===== src/rtl/qupls_decode_sequencer.sv =====
// rtl/qupls_decode_sequencer.sv - handshake sequencer around the registered decoder with macro-op expansion
module qupls_decode_sequencer #(
    parameter int INSN_W    = 48,
    parameter int UOP_CNT_W = 4,
    parameter int PERF_W    = 32
) (
    input  logic                 clk,
    input  logic                 rst,
    input  logic                 in_v,
    input  logic [INSN_W-1:0]    in_ins,
    output logic                 in_rdy,
    input  logic                 flush,
    output logic                 dec_en,
    output logic [INSN_W-1:0]    dec_ins,
    input  logic                 dec_macro,
    input  logic [UOP_CNT_W-1:0] dec_uop_cnt,
    input  logic                 dec_regexc,
    output logic                 out_v,
    input  logic                 out_rdy,
    output logic [UOP_CNT_W-1:0] out_uop_idx,
    output logic                 out_last,
    output logic                 out_exc,
    output logic [PERF_W-1:0]    perf_insn,
    output logic [PERF_W-1:0]    perf_uop
);

    typedef enum logic {EMPTY = 1'b0, HELD = 1'b1} state_t;

    state_t               state_q, state_d;
    logic [UOP_CNT_W-1:0] idx_q, idx_d;
    logic [UOP_CNT_W-1:0] cnt_q, cnt_live, cnt_eff;
    logic                 first_q;
    logic                 beat;

    // An exception or a zero count collapses the instruction to one beat.
    always_comb begin
        cnt_live = UOP_CNT_W'(1);
        if (!dec_regexc && dec_macro && dec_uop_cnt != '0)
            cnt_live = dec_uop_cnt;
    end

    // The first held cycle sees the live decoder count before it is latched.
    assign cnt_eff = first_q ? cnt_live : cnt_q;

    always_ff @(posedge clk) begin
        if (rst)
            state_q <= EMPTY;
        else
            state_q <= state_d;
    end

    always_comb begin
        state_d = state_q;
        idx_d   = idx_q;
        if (flush) begin
            state_d = EMPTY;
            idx_d   = '0;
        end else begin
            case (state_q)
                EMPTY: if (dec_en) state_d = HELD;
                HELD: begin
                    if (beat) begin
                        if (out_last) begin
                            idx_d = '0;
                            if (!dec_en) state_d = EMPTY;
                        end else begin
                            idx_d = idx_q + UOP_CNT_W'(1);
                        end
                    end
                end
                default: state_d = EMPTY;
            endcase
        end
    end

    always_comb begin
        out_v       = (state_q == HELD);
        out_uop_idx = idx_q;
        out_last    = (idx_q == cnt_eff - UOP_CNT_W'(1));
        out_exc     = out_v && dec_regexc;
        beat        = out_v && out_rdy && !flush;
        in_rdy      = !flush && (state_q == EMPTY || (out_rdy && out_last));
        dec_en      = in_v && in_rdy;
        dec_ins     = in_ins;
    end

    always_ff @(posedge clk) begin
        if (rst) begin
            idx_q     <= '0;
            cnt_q     <= UOP_CNT_W'(1);
            first_q   <= 1'b0;
            perf_insn <= '0;
            perf_uop  <= '0;
        end else begin
            idx_q   <= idx_d;
            first_q <= !flush && dec_en;
            if (first_q)
                cnt_q <= cnt_live;
            if (beat) begin
                perf_uop <= perf_uop + PERF_W'(1);
                if (out_last)
                    perf_insn <= perf_insn + PERF_W'(1);
            end
        end
    end

endmodule


===== config.mk =====
export PLATFORM = sky130hd
export DESIGN_NAME = qupls_decode_sequencer
export DESIGN_NICKNAME = d
export VERILOG_FILES = /design/src/rtl/qupls_decode_sequencer.sv
export SDC_FILE = /design/constraint.sdc
export NUM_CORES = 1
export LEC_CHECK = 0
export ABC_AREA = 1
export CAP_MARGIN = 0
export CORE_MARGIN = 5
export CORE_UTILIZATION = 44
export CTS_BUF_LIST = sky130_fd_sc_hd__clkbuf_8 sky130_fd_sc_hd__clkbuf_16
export DETAILED_ROUTE_END_ITERATION = 8
export PLACE_DENSITY = 0.81
export SYNTH_ARGS = -nofsm -noshare
export SYNTH_HDL_FRONTEND = slang
export SYNTH_SLANG_ARGS = --single-unit

===== constraint.sdc =====
create_clock -name clk -period 3.8 [get_ports clk]
set_clock_uncertainty 0.05 [all_clocks]
set_input_delay 1.14 -clock clk [delete_from_list [all_inputs] [get_ports clk]]
set_output_delay 1.14 -clock clk [all_outputs]
set_load 0.01 [all_outputs]

==> results of run 1 <==
placed cells by master, fill, tap and decap left out, types with 10 or more instances in the layout:
master	instances
a21oi_1	49
buf_4	14
clkdlybuf4s50_1	73
dfxtp_1	74
inv_1	52
nand2_1	181
nand2_2	10
nand3_1	14
nand4_1	13
nor2_1	76
nor3_1	19
o21ai_0	13
xnor2_1	14
xor2_1	31
worst paths after layout:
| kind | startpoint | to | slack, ns | cells past startpoint |
|---|---|---|---|---|
| worst max-delay path | dec_uop_cnt[1] | in_rdy | -0.009 | 12 |
| worst min-delay path | perf_uop[28] | perf_uop[28] | 0.43 | 2 |
| worst max register to register | first_q | perf_insn[3] | 1.42 | 18 |
| worst min register to register | perf_uop[28] | perf_uop[28] | 0.43 | 2 |
cells by family after synthesis:
logic type	Yosys count
compound gates	69
xor+xnor	46
fa+ha+maj	4
buf+inv	122
flops	74
simple gates	352
sequential cells by signal, indices dropped and copies added (netlist names):
signal / count
cnt_q: 4
first_q: 1
out_v: 1
out_uop_idx: 4
perf_uop: 32
perf_insn: 32
through the flow:
step	hold slack [ns]	worst slack, ns	util [%]	TNS [ns]	total power [mW]
detailed placement	0.423	-0.930	50.7	-2.54	0.885
finish	0.433	-0.00880	53.8	-0.00880	1.55
global route	0.475	-0.157	53.8	-0.339	1.61
global placement	0.422	-0.868	50.7	-2.34	0.884
floorplan	0.423	0.171	-	0	0.899
CTS	0.436	0.00124	53.2	0	1.56
metal layers:
metal  up-vias  wire length [um]  track usage, %
met4         0               242            6.33
met3        30               750            4.62
met2       140              4810            27.6
li1       2158                 -               -
met1      1843              4770            22.1
met5         -                 0               0
power breakdown:
group	total, mW	switching [mW]	internal [mW]
sequential	0.782	0.00444	0.778
combinational	0.0914	0.0528	0.0386
clock	0.676	0.306	0.370
total	1.55	0.364	1.19
final cells by class:
| type | instances | share of cell area [%] |
|---|---|---|
| clock buffers | 9 | 2.25 |
| clock inverters | 7 | 1.71 |
| inverters | 59 | 4.07 |
| multi-input cells | 471 | 44.8 |
| flip-flops and latches | 74 | 26.9 |
| well taps | 136 | 3.09 |
| repair buffers | 98 | 17.2 |
worst max-delay path, cell delays in order:
cell,delay (ns)
buf_6,0.10
nor2_2,0.09
nand2_1,0.07
nand3_2,0.08
nand2_2,0.07
ha_4,0.28
xor2_2,0.14
nand3_2,0.10
nor2_4,0.13
nand3_2,0.10
a21oi_1,0.17
buf_2,0.16
what timing repair did:
item,4_1_cts,5_1_grt
pin swaps,15,9
endpoints found under the setup margin,3,3
gates resized for setup,48,15
setup buffers,4,1
==> results.tsv, run 1 <==
stage	metric	value	unit
global_routing	initial antenna violation count	0	
timing	worst setup margin	-0.00880	ns
synth	Main synth FF type	dfxtp_1	
floorplan	row count	37	
global_routing	first-pass GRT wire length	18.3	mm
synth	post-synthesis async set-or-reset flop share	0	%
final_layout	diode count	0	
timing	Tightest Pin Transition	0.511	ns
floorplan	die width	112	um
routing	Wirelength per Cell	12.4	um
pwr	pwr/cell area	282	mW/mm2
worst_setup_path	Req. time, crit path	2.61	ns
final_layout	Syn-to-layout area delta	20.8	%
synth	Post-Syn Nets	730	
timing	Final Hold Fails	0	
floorplan	Die Ht	112	um
synth	Post-Syn Instances	667	
synth	largest family of logic cells by synthesized area	simple AND/OR/NAND/NOR gates	
timing	max-slew violations	0	
timing	Fmax achieved	263	MHz
floorplan	IO Count	180	
outcome	failing checks	negative setup slack	
routing	Via Count	4171	
synth	synthesized area	0.00455	mm2
synth	Synth area leader	dfxtp_1	
synth	post-synthesis adder-cell area fraction	1.10	%
worst_setup_path	critical path arrival	2.62	ns
global_routing	GRT overflow	0	
routing	DR pass1 iterations	5	
clocking	TritonCTS buffer count	9	
pwr	Static Leak	1.95	nW
synth	Post-synth EDFFs	0	
clocking	clock root buffer	clkbuf_8	
final_layout	Nets	776	
floorplan	Placeable Area	0.0102	mm2
routing	final WL	10.6	mm
outcome	status	complete, but fails checks	
synth	Synth Area in Simple Gates	34.7	%
final_layout	layout cells sized above 1	12.8	%
place	Placement Cell Area	0.00518	mm2
synth	ranking of synthesized cells by area	dfxtp_1 (33%), nand2_1 (15%), buf_4 (8.4%)	
routing	post-route ant nets	0	
synth	sequential element share of the synthesized area	32.5	%
pwr	worst vdd ir	0.000224	V
synth	mean area per synthesized cell	6.83	um2
timing	RSZ-0062 raised after global routing	yes	
routing	number of DRC markers in iteration 0	215	
clocking	maximum clock insertion buffer count	2	
timing	Final Cycle Share	100	%
clocking	clk sinks	74	
synth	Synth cell types	41	
worst_setup_path	crit end category	primary output	
place	port bufs	83	
clocking	CTS Hold Bufs	0	
final_layout	Register Area	0.00148	mm2
synth	XOR/XNOR share of the synthesized area	8.85	%
final_layout	fin cells	854	
timing	Setup violations, final	1	
synth	Synth top cells by count	nand2_1 (185), nor2_1 (78), dfxtp_1 (74)	
worst_setup_path	startpoint class of the critical path	input pin	
worst_setup_path	critical path peak fanout	2	
synth	Synth Warn #	0	
global_routing	vias in the first global route	3989	
flow_run	max-cap violations	0	
clocking	clock latency on the worst-skew pair	0.35	ns
final_layout	post-route cell area	0.00550	mm2
synth	compound-cell area share of the yosys netlist	7.91	%
final_layout	fill count	948	
timing	Period minus WS final	3.81	ns
final_layout	footprint of the multi-input gates	0.00246	mm2
clocking	clk slew on worst S/H paths	0.07	ns
worst_setup_path	CP Class	in -> out	
clocking	H-tree lvl count	3	
floorplan	Die Area	0.0125	mm2
place	detailed placement HPWL	7.79	mm
floorplan	initial cell density of the core	44.5	%
synth	share of Yosys cell area claimed by the top area cell type	32.5	%
synth	#FFs+latches synth	74	
clocking	CTS tree	built	
routing	DR vias/cell	4.88	
min_path	min-delay worst type	reg -> reg	
global_routing	largest net degree at the start of global routing	36	
routing	post-detailed-route DRC marker count	0	
synth	count leader, synth	nand2_1	
global_routing	Total Routing Usage GR	17.2	%
place	RePlAce Congestion	0.935	
synth	mux share of post-synthesis cell area	0	%
place	Placed Cells	833	
timing	max_slew headroom	65.9	%
Power figures use the tool's default switching activity.
==> inputs of run 2 (changes only) <==
Settings changed: PLACE_DENSITY 0.81 to 0.91, RECOVER_POWER set to 25.
==> run 2 against run 1 <==
The flow finishes with violations (max-capacitance violations, max-slew violations). Die area stayed put. Routed wire length is 2.2% higher. First-iteration DRC count down 6.5%. Sequential cell count did not move. Fmax up 0.30%. Clock-buffer cell count unchanged. Global-route usage is 0.30 points higher. Hold slack better by 0.016 ns. Critical path type unchanged. Largest cell class unchanged. Highest routed layer unchanged.
==> results.tsv, run 2 (synthesized netlist as in run 1, its figures left out) <==
stage	metric	value	unit	change
pwr	Static Leak	1.95	nW	+0.16%
final_layout	most frequent cells in the layout	nand2_1 (178), nor2_1 (75), dfxtp_1 (74)		
timing	Tightest Pin Transition	1.62	ns	+1.11 ns
place	RePlAce Congestion	0.928		-0.81%
timing	Final Cycle Share	99.9	%	-0.30 points
clocking	clock root buffer	clkbuf_8		
worst_setup_path	R2R Setup Slk	1.38	ns	-0.04 ns
min_path	hold_sp	perf_uop[28]		
floorplan	Placeable Area	0.0102	mm2	unchanged
routing	wire length on met1	4.67	mm	-2.1%
place	detailed placement HPWL	7.92	mm	+1.6%
pwr	worst vdd ir	0.000188	V	-16%
timing	setup TNS	0	ns	+0.00880 ns
worst_setup_path	CP max-delay cell	ha_4		
pwr	total chip power	1.49	mW	-3.7%
place	port bufs	83		unchanged
timing	max_slew headroom	-8.03	%	-74 points
timing	Period minus WS final	3.80	ns	-0.0115 ns
min_path	Min-Delay Endpoint	perf_uop[28]		
global_routing	initial antenna violation count	0		unchanged
floorplan	initial cell density of the core	44.5	%	unchanged
clocking	TritonCTS buffer count	9		unchanged
routing	post-detailed-route DRC marker count	0		unchanged
global_routing	GRT overflow	0		unchanged
clocking	clk slew on worst S/H paths	0.08	ns	about the same
global_routing	first-pass GRT wire length	18.4	mm	+0.94%
outcome	status	complete, but fails checks		
global_routing	Total Routing Usage GR	17.5	%	+0.30 points
pwr	pwr/cell area	270	mW/mm2	-4.2%
clocking	CTS tree	built		
worst_setup_path	Req. time, crit path	2.61	ns	about the same
routing	Wirelength per Cell	12.7	um	+2.2%
floorplan	row count	37		unchanged
routing	highest metal used	met4		
floorplan	IO Count	180		unchanged
routing	DR vias/cell	4.91		+0.62%
worst_setup_path	RR Startpoint	first_q		
timing	max-slew violations	36		+36
floorplan	die width	112	um	unchanged
final_layout	post-route cell area	0.00552	mm2	+0.43%
routing	met2 routed WL	5.09	mm	+6.0%
final_layout	biggest regs	perf_insn x32, perf_uop x32		
worst_setup_path	CP Cell Sequence	buf_6 > nor2_4 > nand2_2 > nand3_2 > nand2_2 > ha_4 > xor2_2 > nand3_2 > nor2_4 > nand3_2 > a21oi_1 > buf_2		
outcome	failing checks	max-capacitance violations, max-slew violations		
floorplan	Die Area	0.0125	mm2	unchanged
routing	final WL	10.8	mm	+2.2%
clocking	CTS Hold Bufs	0		unchanged
floorplan	Die Ht	112	um	unchanged
final_layout	Syn-to-layout area delta	21.3	%	
worst_setup_path	CP max stage delay	0.27	ns	about the same
timing	Final Hold Fails	0		unchanged
global_routing	largest net degree at the start of global routing	36		unchanged
final_layout	layout cells sized above 1	13.1	%	+0.28 points
min_path	min-delay worst type	reg -> reg		
global_routing	vias in the first global route	4049		+1.5%
final_layout	diode count	0		unchanged
routing	post-route ant nets	0		unchanged
routing	Via Count	4197		+0.62%
clocking	H-tree lvl count	3		unchanged
worst_setup_path	critical path peak fanout	2		unchanged
clocking	clk sinks	74		unchanged
timing	RSZ-0062 raised after global routing	yes		
worst_setup_path	CP dominant cell by count	nand3_2		
timing	Setup violations, final	0		-1
flow_run	max-cap violations	1		+1
clocking	clock latency on the worst-skew pair	0.34	ns	about the same
timing	Fmax achieved	263	MHz	+0.30%
min_path	Min-Delay Path Depth	2		unchanged
worst_setup_path	critical path arrival	2.61	ns	about the same
worst_setup_path	startpoint class of the critical path	input pin		
place	Placement Cell Area	0.00519	mm2	+0.14%
worst_setup_path	Reg2Reg Depth	18		unchanged
worst_setup_path	CP Class	in -> out		
routing	number of DRC markers in iteration 0	201		-6.5%
final_layout	Nets	776		unchanged
routing	Routed met3 length	759	um	+1.2%
final_layout	commonest non-fill, non-tap cell in the layout	nand2_1		
clocking	maximum clock insertion buffer count	2		unchanged
worst_setup_path	FF-to-FF End	perf_insn[22]		
worst_setup_path	crit end category	primary output		
routing	DR pass1 iterations	4		-1
[run 2: cell count changes in the layout (fill, tap and decap cells not counted), moves of 2 or more]
cell      before  now
nor2_2         9    6
nand2_1      181  178
buf_2          4    2
nor2_4         6   10
nand2_2       10   12
clkbuf_1       0    2
[run 2: how the worst max path moves through the flow]
stage | depth (start not counted) | from | to
3_3_place_gp | 18 | dec_regexc | dec_en
6_report | 12 | dec_uop_cnt[2] | in_rdy
5_1_grt | 14 | dec_regexc | dec_en
4_1_cts | 14 | dec_uop_cnt[2] | dec_en
2_1_floorplan | 12 | dec_uop_cnt[1] | dec_en
3_5_place_dp | 18 | dec_regexc | dec_en
[run 2: power breakdown]
part           switching (mW)  total [mW]  internal (mW)
combinational          0.0565      0.0992         0.0427
sequential            0.00450       0.782          0.778
clock                   0.307       0.610          0.304
total                   0.368        1.49           1.12
[run 2: layout make-up]
class	instances	area (um2)
flip-flops and latches	74	1480
well taps	136	170
multi-input cells	471	2510
clock buffers	9	124
inverters	59	224
fillers	956	4710
repair buffers	98	948
clock inverters	7	70.1
[run 2: what timing repair did]
action | CTS | global route
pin swaps | 16 | 11
buffers inserted | 4 | 0
endpoints found under the hold margin | 0 | 0
setup endpoints to repair | 3 | 3
gates resized for setup | 55 | 21
[run 2: stage by stage]
stage / util (%) / worst slack (ns) / hold slack (ns) / std cells
2_1_floorplan: - / 0.171 / 0.423 / 667
3_3_place_gp: 50.7 / -0.875 / 0.422 / 834
3_5_place_dp: 50.7 / -0.913 / 0.428 / 834
4_1_cts: 53.3 / 0.00564 / 0.461 / 854
5_1_grt: 54.0 / -0.113 / 0.474 / 854
6_report: 54.0 / 0.00265 / 0.449 / 854
[run 2: routing by layer]
layer | vias to the layer above | track usage, %
met4 | 0 | 6.65
met5 | - | 0
li1 | 2155 | -
met2 | 141 | 29.5
met1 | 1867 | 21.4
met3 | 34 | 4.40
[run 2: worst max-delay path, delay by kind of cell]
family                   cells  cell delay [ns]
AO/OA/AOI/OAI                1             0.14
XOR/XNOR                     1             0.14
adder cells (fa/ha/maj)      1             0.27
buffers and inverters        2             0.26
AND/OR/NAND/NOR              7             0.66
==> inputs of run 3 (changes only) <==
Settings changed: TNS_END_PERCENT set to 1.
==> run 3 against run 2 <==
The run still ends with max-capacitance violations, max-slew violations left. Hold slack stayed put. Highest routed layer unchanged. Combinational power hardly changed. Clock-buffer cell count stayed put. Non-clock buffer count stayed put. Power stayed put. Routed wire length stayed put. Worst setup slack stayed put. Clock power hardly changed.
==> results.tsv, run 3 (synthesized netlist as in run 1, its figures left out) <==
stage	metric	value	unit	change
pwr	combinational share of power	6.7	%	about the same
timing	Final Hold Fails	0		unchanged
routing	post-detailed-route DRC marker count	0		unchanged
global_routing	vias in the first global route	4049		unchanged
clocking	CTS Hold Bufs	0		unchanged
floorplan	die width	112	um	unchanged
final_layout	Nets	776		unchanged
pwr	pwr/cell area	270	mW/mm2	unchanged
pwr	Static Leak	1.95	nW	unchanged
place	Placement Cell Area	0.00519	mm2	unchanged
worst_setup_path	R2R Setup Slk	1.38	ns	about the same
timing	max_slew headroom	-8.05	%	-0.024 points
floorplan	Die Area	0.0125	mm2	unchanged
worst_setup_path	Crit path buffers/inverters	2		unchanged
clocking	TritonCTS buffer count	9		unchanged
worst_setup_path	CP dominant cell by count	nand3_2		
worst_setup_path	CP max stage delay	0.27	ns	about the same
pwr	Clk network pwr share	40.9	%	about the same
place	post-place setup slack	-0.913	ns	unchanged
worst_setup_path	CP Class	in -> out		
timing	Setup violations, final	0		unchanged
routing	final WL	10.8	mm	unchanged
routing	Via Count	4197		unchanged
global_routing	largest net degree at the start of global routing	36		unchanged
timing	RSZ-0062 raised after global routing	yes		
outcome	failing checks	max-capacitance violations, max-slew violations		
pwr	Internal	1.12	mW	unchanged
clocking	H-tree lvl count	3		unchanged
pwr	NetSw	0.368	mW	about the same
final_layout	post-route cell area	0.00552	mm2	unchanged
worst_setup_path	critical path peak fanout	2		unchanged
global_routing	GRT overflow	0		unchanged
global_routing	Total Routing Usage GR	17.5	%	unchanged
final_layout	commonest non-fill, non-tap cell in the layout	nand2_1		
routing	number of DRC markers in iteration 0	200		-0.50%
floorplan	Die Ht	112	um	unchanged
outcome	status	complete, but fails checks		
global_routing	first-pass GRT wire length	18.4	mm	unchanged
pwr	Flop pwr share	52.4	%	about the same
pwr	switching part of the total	24.7	%	about the same
worst_setup_path	Reg2Reg Depth	18		unchanged
clocking	clock latency on the worst-skew pair	0.34	ns	about the same
timing	worst setup margin	0.00265	ns	unchanged
timing	Period minus WS final	3.80	ns	unchanged
min_path	Min-Delay Path Depth	2		unchanged
place	RePlAce Congestion	0.928		unchanged
pwr	worst vdd ir	0.000188	V	unchanged
final_layout	diode count	0		unchanged
routing	Wirelength per Cell	12.7	um	unchanged
worst_setup_path	cell depth of the worst setup path	12		unchanged
timing	Tightest Pin Transition	1.62	ns	+0.000363 ns
routing	DR vias/cell	4.91		unchanged
worst_setup_path	Req. time, crit path	2.61	ns	about the same
place	detailed placement HPWL	7.92	mm	unchanged
clocking	clk slew on worst S/H paths	0.08	ns	about the same
final_layout	fill count	956		unchanged
worst_setup_path	startpoint class of the critical path	input pin		
final_layout	fin cells	854		unchanged
final_layout	Syn-to-layout area delta	21.3	%	unchanged
timing	Fmax achieved	263	MHz	unchanged
routing	DR pass1 iterations	4		unchanged
clocking	CTS tree	built		
final_layout	most frequent cells in the layout	nand2_1 (178), nor2_1 (75), dfxtp_1 (74)		
clocking	clock root buffer	clkbuf_8		
min_path	min-delay worst type	reg -> reg		
floorplan	IO Count	180		unchanged
timing	max-slew violations	36		unchanged
worst_setup_path	CP max-delay cell	ha_4		
place	Placed Cells	834		unchanged
worst_setup_path	crit end category	primary output		
floorplan	initial cell density of the core	44.5	%	unchanged
global_routing	initial antenna violation count	0		unchanged
floorplan	Placeable Area	0.0102	mm2	unchanged
worst_setup_path	critical path arrival	2.61	ns	about the same
worst_setup_path	delay-heaviest family, CP	simple AND/OR/NAND/NOR gates		
clocking	maximum clock insertion buffer count	2		unchanged
pwr	total chip power	1.49	mW	unchanged
place	port bufs	83		unchanged
timing	Final Cycle Share	99.9	%	unchanged
floorplan	row count	37		unchanged
flow_run	max-cap violations	1		unchanged
final_layout	biggest regs	perf_insn x32, perf_uop x32		
worst_setup_path	CP Cell Sequence	buf_6 > nor2_4 > nand2_2 > nand3_2 > nand2_2 > ha_4 > xor2_2 > nand3_2 > nor2_4 > nand3_2 > a21oi_1 > buf_2		
final_layout	layout cells sized above 1	13.1	%	unchanged
clocking	clk sinks	74		unchanged
routing	post-route ant nets	0		unchanged
==> run 3: cell counts in the layout (fill, tap and decap cells not counted) <==
Identical to the previous run, type by type.
==> run 3: area by class of cell <==
type / instances / area, um2 / share of cell area [%]
Tap cell: 136 / 170 / 3.08
Inverter: 59 / 224 / 4.05
Multi-Input combinational cell: 471 / 2510 / 45.4
Timing Repair Buffer: 98 / 948 / 17.2
Clock buffer: 9 / 124 / 2.24
Sequential cell: 74 / 1480 / 26.8
Clock inverter: 7 / 70.1 / 1.27
==> run 3: final timing paths <==
path             startpoint       endpoint
max reg2reg         first_q  perf_insn[22]
min reg2reg    perf_uop[28]   perf_uop[28]
max          dec_uop_cnt[2]         in_rdy
min            perf_uop[28]   perf_uop[28]
==> run 3: through the flow <==
step / setup TNS, ns / utilization (%) / hold slack, ns
detailed placement: -2.54 / 50.7 / 0.428
finish: 0 / 54.0 / 0.449
floorplan: 0 / - / 0.423
global placement: -2.37 / 50.7 / 0.422
CTS: 0 / 53.3 / 0.461
global route: -0.257 / 54.0 / 0.474
==> run 3: power groups by stage <==
stage               sequential [mW]  combinational [mW]  clock [mW]
global route                  0.783               0.108       0.665
global placement              0.800              0.0846           0
detailed placement            0.800              0.0862           0
finish                        0.782              0.0992       0.610
floorplan                     0.800              0.0992           0
CTS                           0.782              0.0919       0.630
==> run 3: what timing repair did <==
action | CTS | global route
gates resized for setup | 55 | 21
pin swaps | 16 | 11
buffers inserted | 4 | 0
setup endpoints to repair | 3 | 3
==> run 3: routing by layer <==
metal  share of wire [%]  track usage, %  routed length [um]  vias up
li1                    -               -                   -     2155
met1                  43            21.4                4670     1867
met2                  47            29.5                5090      141
met3                 7.0            4.40                 759       34
met4                 2.6            6.65                 282        0
met5                   0               0                   0        -
==> run 3: worst register-to-register path, stage by stage (launching register included) <==
cell	delay (ns)
dfxtp_1	0.42
inv_2	0.12
nor2_2	0.12
nand3_2	0.11
nand2_2	0.10
ha_4	0.14
inv_2	0.03
nand2_1	0.06
nand2_2	0.07
nand3_2	0.06
nand3_2	0.10
nor2_4	0.14
buf_6	0.11
nand2_4	0.05
buf_4	0.14
nor2_4	0.10
buf_12	0.19
nand2_1	0.07
a21oi_1	0.16
